$ cat src/rtl/uart_pkg.sv
// rtl/uart_pkg.sv - shared UART types, constants and baud divider helper
package uart_pkg;

    localparam int OVERSAMPLE = 16;
    localparam int HALF_BIT   = 8;

    typedef enum logic [2:0] {
        ST_IDLE      = 3'd0,
        ST_START     = 3'd1,
        ST_DATA      = 3'd2,
        ST_STOP      = 3'd3,
        ST_WAIT_HIGH = 3'd4
    } uart_state_e;

    // sysclk cycles per oversample tick, rounded to nearest integer
    function automatic int calc_tick_div(input int clk_freq, input int baud);
        int per_sec;
        per_sec = baud * OVERSAMPLE;
        return (clk_freq + per_sec / 2) / per_sec;
    endfunction

endpackage

$ cat src/rtl/uart_rx_frontend_baud_tick.sv
// rtl/uart_rx_frontend_baud_tick.sv - free-running oversample tick divider with sync clear
//
// Ports:
//   clk   : clock
//   reset : synchronous active-high reset, counter to 0
//   clear : synchronous clear, counter to 0 (restarts tick phase)
//   tick  : high for one cycle when the counter equals DIV-1
module uart_baud_tick #(
    parameter int DIV = 10
) (
    input  logic clk,
    input  logic reset,
    input  logic clear,
    output logic tick
);

    localparam int CW = (DIV > 1) ? $clog2(DIV) : 1;
    localparam logic [CW-1:0] LAST = CW'(DIV - 1);

    logic [CW-1:0] cnt_q;
    logic [CW-1:0] cnt_d;

    assign tick = (cnt_q == LAST);

    always_comb begin
        cnt_d = cnt_q;
        if (clear || tick) begin
            cnt_d = '0;
        end else begin
            cnt_d = cnt_q + 1'b1;
        end
    end

    always_ff @(posedge clk) begin
        if (reset) begin
            cnt_q <= '0;
        end else begin
            cnt_q <= cnt_d;
        end
    end

endmodule

$ cat src/rtl/uart_rx_frontend.sv
// rtl/uart_rx_frontend.sv - 8N1 16x-oversampled UART receiver with holding register
//
// Ports:
//   sysclk    : clock
//   reset     : synchronous active-high reset
//   uart_rxd  : asynchronous serial input, idles high
//   rx_ack    : one-cycle pulse, clears rx_valid / overrun / frame_err
//   rx_data   : last correctly framed byte
//   rx_valid  : sticky, a byte has landed in rx_data
//   overrun   : sticky, a byte landed while rx_valid was already set
//   frame_err : sticky, a stop bit was sampled low
//   busy      : receiver FSM is not idle
module uart_rx_frontend
    import uart_pkg::*;
#(
    parameter int CLK_FREQ = 100_000_000,
    parameter int BAUD     = 9600
) (
    input  logic       sysclk,
    input  logic       reset,
    input  logic       uart_rxd,
    input  logic       rx_ack,
    output logic [7:0] rx_data,
    output logic       rx_valid,
    output logic       overrun,
    output logic       frame_err,
    output logic       busy
);

    localparam int TICK_DIV = calc_tick_div(CLK_FREQ, BAUD);
    localparam logic [3:0] LAST_SAMPLE = 4'(OVERSAMPLE - 1);
    localparam logic [3:0] MID_START   = 4'(HALF_BIT - 1);

    logic        sync1_q, sync2_q;
    logic        rxs;
    uart_state_e state_q, state_d;
    logic [3:0]  sample_cnt_q, sample_cnt_d;
    logic [2:0]  bit_idx_q, bit_idx_d;
    logic [7:0]  shift_q, shift_d;
    logic [7:0]  rx_data_q, rx_data_d;
    logic        rx_valid_q, rx_valid_d;
    logic        overrun_q, overrun_d;
    logic        frame_err_q, frame_err_d;
    logic        busy_q, busy_d;

    logic        tick;
    logic        tick_clear;
    logic        byte_ok;
    logic        byte_bad;

    assign rxs = sync2_q;

    // Restart the tick phase on the start edge so the mid-bit samples line up
    assign tick_clear = (state_q == ST_IDLE) && !rxs;

    uart_baud_tick #(
        .DIV (TICK_DIV)
    ) u_baud_tick (
        .clk   (sysclk),
        .reset (reset),
        .clear (tick_clear),
        .tick  (tick)
    );

    always_comb begin
        state_d      = state_q;
        sample_cnt_d = sample_cnt_q;
        bit_idx_d    = bit_idx_q;
        shift_d      = shift_q;
        byte_ok      = 1'b0;
        byte_bad     = 1'b0;

        unique case (state_q)
            ST_IDLE: begin
                if (!rxs) begin
                    state_d      = ST_START;
                    sample_cnt_d = '0;
                end
            end
            ST_START: begin
                if (tick) begin
                    if (sample_cnt_q == MID_START) begin
                        sample_cnt_d = '0;
                        bit_idx_d    = '0;
                        state_d      = rxs ? ST_IDLE : ST_DATA;
                    end else begin
                        sample_cnt_d = sample_cnt_q + 4'd1;
                    end
                end
            end
            ST_DATA: begin
                if (tick) begin
                    sample_cnt_d = sample_cnt_q + 4'd1;
                    if (sample_cnt_q == LAST_SAMPLE) begin
                        sample_cnt_d = '0;
                        shift_d      = {rxs, shift_q[7:1]};
                        bit_idx_d    = bit_idx_q + 3'd1;
                        if (bit_idx_q == 3'd7) begin
                            state_d = ST_STOP;
                        end
                    end
                end
            end
            ST_STOP: begin
                if (tick) begin
                    sample_cnt_d = sample_cnt_q + 4'd1;
                    if (sample_cnt_q == LAST_SAMPLE) begin
                        sample_cnt_d = '0;
                        if (rxs) begin
                            byte_ok = 1'b1;
                            state_d = ST_IDLE;
                        end else begin
                            byte_bad = 1'b1;
                            state_d  = ST_WAIT_HIGH;
                        end
                    end
                end
            end
            ST_WAIT_HIGH: begin
                // A held-low line (break) must not look like a fresh start bit
                if (rxs) begin
                    state_d = ST_IDLE;
                end
            end
            default: begin
                state_d = ST_IDLE;
            end
        endcase
    end

    // Holding register: ack clears first, a same-cycle event then sets on top
    always_comb begin
        rx_data_d   = rx_data_q;
        rx_valid_d  = rx_valid_q;
        overrun_d   = overrun_q;
        frame_err_d = frame_err_q;

        if (rx_ack) begin
            rx_valid_d  = 1'b0;
            overrun_d   = 1'b0;
            frame_err_d = 1'b0;
        end
        if (byte_ok) begin
            rx_data_d  = shift_q;
            rx_valid_d = 1'b1;
            if (rx_valid_q && !rx_ack) begin
                overrun_d = 1'b1;
            end
        end
        if (byte_bad) begin
            frame_err_d = 1'b1;
        end

        busy_d = (state_d != ST_IDLE);
    end

    always_ff @(posedge sysclk) begin
        if (reset) begin
            sync1_q      <= 1'b1;
            sync2_q      <= 1'b1;
            state_q      <= ST_IDLE;
            sample_cnt_q <= '0;
            bit_idx_q    <= '0;
            shift_q      <= '0;
            rx_data_q    <= '0;
            rx_valid_q   <= 1'b0;
            overrun_q    <= 1'b0;
            frame_err_q  <= 1'b0;
            busy_q       <= 1'b0;
        end else begin
            sync1_q      <= uart_rxd;
            sync2_q      <= sync1_q;
            state_q      <= state_d;
            sample_cnt_q <= sample_cnt_d;
            bit_idx_q    <= bit_idx_d;
            shift_q      <= shift_d;
            rx_data_q    <= rx_data_d;
            rx_valid_q   <= rx_valid_d;
            overrun_q    <= overrun_d;
            frame_err_q  <= frame_err_d;
            busy_q       <= busy_d;
        end
    end

    assign rx_data   = rx_data_q;
    assign rx_valid  = rx_valid_q;
    assign overrun   = overrun_q;
    assign frame_err = frame_err_q;
    assign busy      = busy_q;

endmodule

$ cat config.mk
export PLATFORM = sky130hd
export DESIGN_NAME = uart_rx_frontend
export DESIGN_NICKNAME = d
export VERILOG_FILES = /design/src/rtl/uart_pkg.sv /design/src/rtl/uart_rx_frontend_baud_tick.sv /design/src/rtl/uart_rx_frontend.sv
export SDC_FILE = /design/constraint.sdc
export NUM_CORES = 1
export LEC_CHECK = 0
export ABC_AREA = 1
export ABC_CLOCK_PERIOD_IN_PS = 4250
export CORE_MARGIN = 3
export CORE_UTILIZATION = 35
export CTS_CLUSTER_DIAMETER = 120
export DETAILED_ROUTE_END_ITERATION = 12
export PLACE_DENSITY = 0.56
export SLEW_MARGIN = 0
export SYNTH_ARGS = -nofsm -noshare
export SYNTH_HDL_FRONTEND = slang
export SYNTH_HIERARCHICAL = 1
export SYNTH_SLANG_ARGS = --single-unit
$ cat constraint.sdc
create_clock -name sysclk -period 4.25 [get_ports sysclk]
set_input_delay 0.85 -clock sysclk [delete_from_list [all_inputs] [get_ports sysclk]]
set_output_delay 0.85 -clock sysclk [all_outputs]
set_load 0.005 [all_outputs]
==> flow_summary_export.csv, run 1 <==
group,metric,value,unit
die,die_width,81.0,microns
clock_network,ctsResizeCount,0,
sta,grt_setup_unrepaired,"false",
finish,stdcell_area,2290,sq um
grt,grt_max_degree,27,
synth,synth_commonest_cells,"nor2_1, dfxtp_1, nand2_1, inv_1, o21ai_0",
min_path,min_from,"sync1_q$_SDFF_PP1_",
synth,synthesis.area,1970,sq um
outcome,status,"complete, no violations",
grt,grt_pass1_vias,1410,
pwr,p_per_area,306,nW/um^2
finish,fillerInstances,558,
sta,tns,0,ns
grt,grt_use_total,0.123,
sta,maxSlewHeadroom,0.538,
synth,synth-warning-count,6,
die,rows,26,
drt,dr_total_vias,1525,
synth,synth_edf_count,0,
job,max-cap-violations,0,
clock_network,htree_levels,2,
place,dpl.hpwl,2600,microns
synth,syn_inst,257,
grt,grt_pass1_wl,6310,microns
grt,overflow,0,
drt,drc_errors,0,
pwr,peakVddDrop,0.182,mV
clock_network,cts_tree,"done",
die,ios,16,
clock_network,cts_max_path_buffers,2,
finish,diodes,0,
setup_path,worstReg2RegEnd,"rx_data[4]$_SDFFE_PP0P_",
finish,layout.nets,286,
grt,met2_usage,0.180,
synth,yosys.cell_types.count,27,
clock_network,cts_root_buf,"clkbuf_8",
setup_path,crit_chain,"clkdlybuf4s50_1",
setup_path,cp.required,3.40,ns
min_path,hp-class,"flip-flop to flip-flop",
grt,grt_antenna_before_repair,0,
sta,final-setup-viol-count,0,
place,io_buffers,15,
setup_path,worstRegToRegCells,11,
setup_path,crit_fanout,3,
synth,synthTopCellsByArea,"dfxtp_1, nor2_1, nand2_1",
synth,ys_seq_elements,42,
clock_network,postCtsSetupRepairBufs,0,
grt,busiest_layer,"met2",
setup_path,arrival,1.22,ns
synth,postSynth.asyncResetShare,0,
synth,ys.flop_type,"dfxtp_1",
grt,met1_usage,0.171,
place,dpl_cell_area,2200,sq um
sta,period_needed,2.07,ns
setup_path,cp_slowest_cell,"clkdlybuf4s50_1",
sta,finalMaxSlewViolations,0,
finish,area_growth,16.3,%
drt,via_per_inst,4.38,
synth,yosysMostFrequentCell,"nor2_1",
finish,drive_above_1_share,0.169,
setup_path,cp.buffers_inverters,1,
sta,post-route-period-util,0.487,
sta,final-hold-violation-count,0,
min_path,holdPathStages,1,
die,start_util,0.373,
drt,drt-wirelength-per-cell,10.3,microns
setup_path,r2r_start,"u_baud_tick/cnt_q[0]$_SDFF_PP0_",
drt,firstDrtPassIters,4,
synth,syn_nets,266,
drt,antenna_left,0,
clock_network,hold_buffers,0,
setup_path,critPathLaunchType,"flip-flop",
drt,drt_iter0_drc,68,
sta,fmaxAchievable,483,MHz
clock_network,path_clk_slew,0.08,ns
die,fp.dieH,81.0,microns
setup_path,cpPeakStageDelay,0.53,ns
clock_network,cts_made_buffers,5,
die,die_area,6560,sq um
clock_network,cts.sinks,42,
setup_path,cp-end-kind,"output pin",
synth,yosysSeqAreaShare,0.427,
setup_path,critical_path_class,"flip-flop to output pin",
sta,worst_pin_slew,0.693,ns
setup_path,crit_family,"buffers and inverters",
drt,wl,3580,microns
pwr,total_leakage_power,0.953,nW
clock_network,clkLatencyLatePin,0.30,ns
synth,yosys.area.top_type,"dfxtp_1",
synth,yosysTopAreaCellShare,0.427,
place,gp_congestion,0.822,
min_path,whs_endpoint,"rxs$_SDFF_PP1_",
setup_path,r2r_setup_slack,2.41,ns
sta,skew,0.00980,ns
die,coreArea,5270,sq um
synth,syn_area_per_cell,7.65,sq um
grt,use_met3,0.0322,
worst max path at each step:
stage                               startpoint                      endpoint  slack (ns)  depth (start not counted)
6_report                 rx_valid$_SDFFE_PP0P_                      rx_valid        2.18                          1
5_1_grt                                  reset  sample_cnt_q[0]$_SDFFE_PP0P_        1.99                          4
4_1_cts                  rx_valid$_SDFFE_PP0P_                      rx_valid        2.16                          1
3_5_place_dp                             reset               busy$_SDFF_PP0_        1.90                          4
3_3_place_gp                             reset               busy$_SDFF_PP0_        1.91                          4
2_1_floorplan  u_baud_tick/cnt_q[0]$_SDFF_PP0_       rx_data[0]$_SDFFE_PP0P_        2.67                         11
per-layer routing:
metal / part of all wire / vias up
met5: 0 / -
li1: - / 834
met4: 0.015 / 0
met3: 0.040 / 6
met2: 0.42 / 25
met1: 0.52 / 660
area by class of cell:
cell class | count | area [sq um] | area share
well taps | 70 | 87.6 | 0.0383
inverters | 36 | 140 | 0.0613
repair buffers | 15 | 150 | 0.0656
clock inverters | 3 | 21.3 | 0.00930
multi-input cells | 177 | 978 | 0.428
clock buffers | 5 | 68.8 | 0.0301
flip-flops and latches | 42 | 841 | 0.368
report_power, final:
part           switching, mW  internal, mW  leakage [nW]
Sequential           0.00574         0.400         0.340
Combinational         0.0236        0.0163         0.569
Clock                  0.140         0.115        0.0441
Total                  0.169         0.531         0.953
logic make-up (layout without fill, tap and decap cells):
kind of cell / count (synthesis) / in the layout / share of synthesized area
AND/OR/NAND/NOR: 136 / 136 / 0.352
buffers and inverters: 38 / 59 / 0.0751
AO/OA/AOI/OAI: 30 / 30 / 0.0865
adder cells (fa/ha/maj): 5 / 5 / 0.0318
flip-flops: 42 / 42 / 0.427
XOR/XNOR: 6 / 6 / 0.0267
layout by cell type (no fill, tap or decap):
cell type,instances
nand4_1,1
o21ai_2,1
nand3_1,13
o21ai_0,15
o31ai_1,2
inv_2,4
a21oi_1,7
clkbuf_8,5
clkinv_2,1
nand2_2,6
xnor2_1,2
clkinv_1,1
nor2_4,5
dfxtp_1,42
inv_1,30
nand2_1,39
inv_6,1
o21ai_1,2
clkinvlp_4,1
or2_2,2
nand3_2,8
and2_4,1
xor2_1,4
clkdlybuf4s50_1,15
nand3_4,1
nor2_2,3
nand2_4,4
clkinv_4,1
a21oi_2,3
ha_1,5
nor2_1,53
state kept, by name, summed over array words and instances (netlist names):
signal             cells
overrun                1
busy                   1
sample_cnt_q           4
frame_err              1
shift_q                8
rxs                    1
rx_valid               1
u_baud_tick/cnt_q     10
bit_idx_q              3
rx_data                8
state_q                3
sync1_q                1
through the flow:
| stage | utilization | hold WS (ns) | std cells | power [mW] | worst slack (ns) |
|---|---|---|---|---|---|
| finish | 0.434 | 0.414 | 348 | 0.700 | 2.18 |
| global route | 0.434 | 0.423 | 348 | 0.733 | 1.99 |
| CTS | 0.434 | 0.414 | 348 | 0.713 | 2.16 |
| detailed placement | 0.417 | 0.393 | 340 | 0.455 | 1.90 |
| global placement | 0.417 | 0.393 | 340 | 0.455 | 1.91 |
| floorplan | - | 0.389 | 257 | 0.444 | 2.67 |
Power figures use the tool's default switching activity.
==> run 2: changes to the inputs <==
Settings changed: ABC_CLOCK_PERIOD_IN_PS 4250 to 1800, PLACE_DENSITY 0.56 to 0.58.
Clock period 4.25 ns to 1.8 ns, I/O delays scaled along.
==> run 2 against run 1 <==
Net effect:
- utilization increased by 2.1 points
- power increased to 2.6 times the previous value
- global-route usage grew 0.42 points
- clock-buffer cell count unchanged
==> flow_summary_export.csv, run 2 (synthesis gave the netlist of run 1 again) <==
group,metric,value,unit
outcome,status,"complete, no violations",
sta,period_needed,1.58,ns
finish,ff_latch_area,841,sq um
finish,layout.nets,294,
die,start_util,0.373,
setup_path,worstRegToRegCells,10,
drt,dr_total_vias,1574,
drt,firstDrtPassIters,4,
drt,wl,3690,microns
clock_network,cts_root_buf,"clkbuf_8",
die,fp.dieH,81.0,microns
finish,diodes,0,
setup_path,cp.buffers_inverters,2,
sta,final-hold-violation-count,0,
finish,largest_reg_flops,10,
setup_path,crit_family,"simple AND/OR/NAND/NOR gates",
die,coreArea,5270,sq um
sta,tns,0,ns
finish,final_cell_mix,"nor2_1, dfxtp_1, nand2_1, inv_1, clkdlybuf4s50_1",
setup_path,crit_fanout,5,
drt,antenna_left,0,
clock_network,cts_max_path_buffers,2,
setup_path,arrival,1.78,ns
finish,final_common_cell,"nor2_1",
finish,drive_above_1_share,0.199,
finish,stdcell_area,2400,sq um
sta,final-setup-viol-count,0,
finish,final_cells,356,
clock_network,cts_tree,"done",
sta,post-route-period-util,0.881,
setup_path,cpPeakStageDelay,0.37,ns
clock_network,path_clk_slew,0.08,ns
grt,grt_max_degree,27,
place,gp_congestion,0.792,
sta,skew,0.00635,ns
pwr,p_per_area,754,nW/um^2
finish,area_growth,21.8,%
sta,finalMaxSlewViolations,0,
finish,fillerInstances,557,
setup_path,cp_slowest_cell,"dfxtp_1",
setup_path,cpMostUsedCell,"nor2_1",
drt,drt_iter0_drc,72,
sta,maxSlewHeadroom,0.788,
clock_network,cts.sinks,42,
sta,grt_setup_unrepaired,"false",
grt,grt_pass1_vias,1460,
die,die_width,81.0,microns
setup_path,r2r_start,"u_baud_tick/cnt_q[1]$_SDFF_PP0_",
drt,via_per_inst,4.42,
place,dpl.hpwl,2710,microns
setup_path,worstReg2RegEnd,"rx_data[4]$_SDFFE_PP0P_",
finish,regMostFlops,"u_baud_tick/cnt_q",
die,die_area,6560,sq um
grt,grt_antenna_before_repair,0,
finish,multi_input_area,993,sq um
setup_path,critical_path_class,"flip-flop to flip-flop",
setup_path,cp.required,1.99,ns
die,rows,26,
pwr,peakVddDrop,0.373,mV
setup_path,cp-end-kind,"flip-flop",
setup_path,crit_cells,10,
place,io_buffers,15,
setup_path,cp-startpoint,"u_baud_tick/cnt_q[1]$_SDFF_PP0_",
clock_network,cts_made_buffers,5,
setup_path,crit_end,"rx_data[4]$_SDFFE_PP0P_",
clock_network,hold_buffers,0,
grt,grt_use_total,0.127,
drt,drt-wirelength-per-cell,10.4,microns
grt,overflow,0,
clock_network,htree_levels,2,
finish,fin_util,0.455,
sta,worst_pin_slew,0.318,ns
drt,drc_errors,0,
die,ios,16,
sta,fmaxAchievable,631,MHz
min_path,hp-class,"flip-flop to flip-flop",
place,dpl_cell_area,2250,sq um
clock_network,clkLatencyLatePin,0.29,ns
grt,grt_pass1_wl,6580,microns
pwr,total_leakage_power,0.997,nW
place,dp_cells,345,
setup_path,critPathLaunchType,"flip-flop",
job,max-cap-violations,0,
setup_path,crit_chain,"ha_1 -> nand2_1 -> nor2_1 -> nand3_2 -> inv_4 -> inv_1 -> nor2_4 -> nand3_4 -> o21ai_0 -> nor2_1",
setup_path,r2r_setup_slack,0.22,ns
-- run 2: cell types whose count changed in the layout (fill, tap and decap cells not counted), sizes merged --
cell	change
buf	+7
bufinv	+1
clkinvlp	+1
clkinv	-2
nand3	+1
-- run 2: layout make-up --
type,count,share of cell area
Timing Repair Buffer,22,0.0898
Clock inverter,3,0.0188
Clock buffer,5,0.0287
Tap cell,70,0.0366
Inverter,36,0.0606
Multi-Input combinational cell,178,0.415
Sequential cell,42,0.351
-- run 2: per-stage QoR --
step	power, mW	hold WS [ns]	setup slack, ns
after CTS	1.83	0.418	0.0347
after global placement	1.09	0.395	0.101
after floorplan	1.05	0.389	0.220
after global routing	1.88	0.435	0.0307
final	1.81	0.414	0.215
after detailed placement	1.09	0.398	0.0450
-- run 2: timing repair --
item | CTS | global route
setup endpoints to repair | 0 | 23
gates resized for setup | 0 | 7
setup buffers | 0 | 2
-- run 2: worst min path at each step --
stage	startpoint	end	slack [ns]	depth (start not counted)
after CTS	sync1_q$_SDFF_PP1_	rxs$_SDFF_PP1_	0.42	1
after detailed placement	sync1_q$_SDFF_PP1_	rxs$_SDFF_PP1_	0.40	1
after floorplan	sync1_q$_SDFF_PP1_	rxs$_SDFF_PP1_	0.39	1
after global placement	sync1_q$_SDFF_PP1_	rxs$_SDFF_PP1_	0.39	1
after global routing	sync1_q$_SDFF_PP1_	rxs$_SDFF_PP1_	0.44	1
final	sync1_q$_SDFF_PP1_	rxs$_SDFF_PP1_	0.41	1
-- run 2: per-layer routing --
layer  part of all wire  vias to the layer above  GRT usage
met5                  0                        -          0
met4              0.016                        0     0.0473
met3              0.033                        6     0.0288
met2               0.41                       22      0.190
met1               0.54                      685      0.177
li1                   -                      861          -
-- run 2: power breakdown --
part           internal, mW  switching, mW
Clock                 0.412          0.329
Combinational        0.0479         0.0605
Sequential            0.944         0.0120
Total                  1.40          0.402
==> run 3: changes to the inputs <==
Settings changed: TNS_END_PERCENT set to 5.
==> run 3 against run 2 <==
Net effect:
- sequential power about the same
- wire length is 0.22% lower
- via count is essentially flat
- non-clock buffer count is 1 lower
- clock power about the same
- sequential cell count unchanged
==> flow_summary_export.csv, run 3 (synthesis gave the netlist of run 1 again) <==
group,metric,value,unit
outcome,status,"complete, no violations",
grt,grt_antenna_before_repair,0,
finish,final_common_cell,"nor2_1",
pwr,p_total,1.81,mW
drt,firstDrtPassIters,4,
finish,stdcell_area,2390,sq um
drt,drt_iter0_drc,45,
sta,final-hold-violation-count,0,
clock_network,htree_levels,2,
sta,worst_pin_slew,0.318,ns
finish,largest_reg_flops,10,
finish,regMostFlops,"u_baud_tick/cnt_q",
sta,skew,0.00645,ns
sta,finalMaxSlewViolations,0,
drt,dr_total_vias,1573,
drt,via_per_inst,4.43,
die,fp.dieH,81.0,microns
pwr,total_leakage_power,0.993,nW
sta,grt_setup_unrepaired,"false",
pwr,p_sw_frac,0.222,
clock_network,cts.sinks,42,
pwr,p_comb_frac,0.060,
pwr,peakVddDrop,0.373,mV
setup_path,critPathLaunchType,"flip-flop",
die,ios,16,
grt,grt_use_total,0.127,
job,max-cap-violations,0,
finish,layout.nets,293,
drt,drt-wirelength-per-cell,10.4,microns
die,rows,26,
pwr,seqPwrFrac,0.529,
place,dpl_cell_area,2250,sq um
clock_network,clkLatencyLatePin,0.29,ns
die,die_width,81.0,microns
setup_path,cp.required,1.99,ns
finish,area_growth,21.5,%
finish,fin_util,0.453,
clock_network,cts_root_buf,"clkbuf_8",
setup_path,crit_chain,"inv_1 -> ha_1 -> nand2_1 -> nor2_1 -> nand3_2 -> inv_4 -> inv_1 -> nor2_4 -> nand3_4 -> o21ai_0 -> nor2_1",
setup_path,critical_path_class,"flip-flop to flip-flop",
pwr,internal_power,1.40,mW
clock_network,path_clk_slew,0.08,ns
finish,diodes,0,
die,die_area,6560,sq um
grt,grt_pass1_wl,6580,microns
setup_path,arrival,1.80,ns
grt,grt_max_degree,27,
grt,overflow,0,
setup_path,cpPeakStageDelay,0.31,ns
pwr,p_sw,402,uW
sta,maxSlewHeadroom,0.788,
clock_network,cts_max_path_buffers,2,
place,dpl.hpwl,2710,microns
finish,fillerInstances,556,
sta,period_needed,1.60,ns
clock_network,hold_buffers,0,
finish,drive_above_1_share,0.200,
setup_path,crit_fanout,5,
setup_path,cp-end-kind,"flip-flop",
clock_network,cts_made_buffers,5,
drt,drc_errors,0,
sta,post-route-period-util,0.891,
setup_path,cp_slowest_cell,"dfxtp_1",
drt,antenna_left,0,
clock_network,cts_tree,"done",
min_path,hp-class,"flip-flop to flip-flop",
die,coreArea,5270,sq um
drt,wl,3680,microns
setup_path,r2r_setup_slack,0.20,ns
setup_path,crit_family,"simple AND/OR/NAND/NOR gates",
pwr,p_per_area,756,nW/um^2
place,gp_congestion,0.792,
finish,ff_latch_area,842,sq um
sta,fmaxAchievable,624,MHz
die,start_util,0.373,
pwr,clkPwrFrac,0.411,
sta,tns,0,ns
sta,hold_ws,0.414,ns
finish,final_cell_mix,"nor2_1, dfxtp_1, nand2_1, inv_1, clkdlybuf4s50_1",
sta,final-setup-viol-count,0,
grt,grt_pass1_vias,1460,
place,io_buffers,15,
setup_path,cp.buffers_inverters,3,
finish,multi_input_area,993,sq um
## run 3: cell types whose count changed in the layout (fill, tap and decap cells not counted)
cell,change
dfxtp_2,+1
dfxtp_1,-1
buf_4,-1
## run 3: routing by layer
metal / track usage / vias to the layer above / share of wire
met3: 0.0288 / 6 / 0.033
met1: 0.177 / 687 / 0.54
met5: 0 / - / 0
li1: - / 858 / -
met2: 0.190 / 22 / 0.41
met4: 0.0473 / 0 / 0.016
## run 3: power by group through the flow
stage          logic (mW)  registers [mW]  clock network [mW]
3_5_place_dp        0.109           0.978                   0
3_3_place_gp        0.109           0.977                   0
6_report            0.108           0.956               0.742
5_1_grt             0.124           0.959               0.798
4_1_cts             0.109           0.956               0.769
2_1_floorplan      0.0709           0.977                   0
## run 3: cell type report
type / instances / share of cell area
Multi-Input combinational cell: 178 / 0.416
Tap cell: 70 / 0.0366
Timing Repair Buffer: 21 / 0.0869
Inverter: 36 / 0.0607
Clock buffer: 5 / 0.0288
Clock inverter: 3 / 0.0188
Sequential cell: 42 / 0.352
## run 3: path summary, 6_finish.rpt
kind                                         from  cells past startpoint                       to
hold / removal                 sync1_q$_SDFF_PP1_                      1           rxs$_SDFF_PP1_
setup / recovery  u_baud_tick/cnt_q[0]$_SDFF_PP0_                     11  rx_data[4]$_SDFFE_PP0P_
setup reg to reg  u_baud_tick/cnt_q[0]$_SDFF_PP0_                     11  rx_data[4]$_SDFFE_PP0P_
hold reg to reg                sync1_q$_SDFF_PP1_                      1           rxs$_SDFF_PP1_
## run 3: per-stage QoR
stage,std cells,setup slack [ns]
after floorplan,257,0.220
after global placement,345,0.101
after detailed placement,345,0.0450
after CTS,353,0.0347
after global routing,355,0.0123
final,355,0.197
## run 3: what timing repair did
action | CTS | global route
endpoints found under the setup margin | 0 | 23
buffers inserted | 0 | 1
endpoints found under the hold margin | 0 | 0
gates resized for setup | 0 | 8
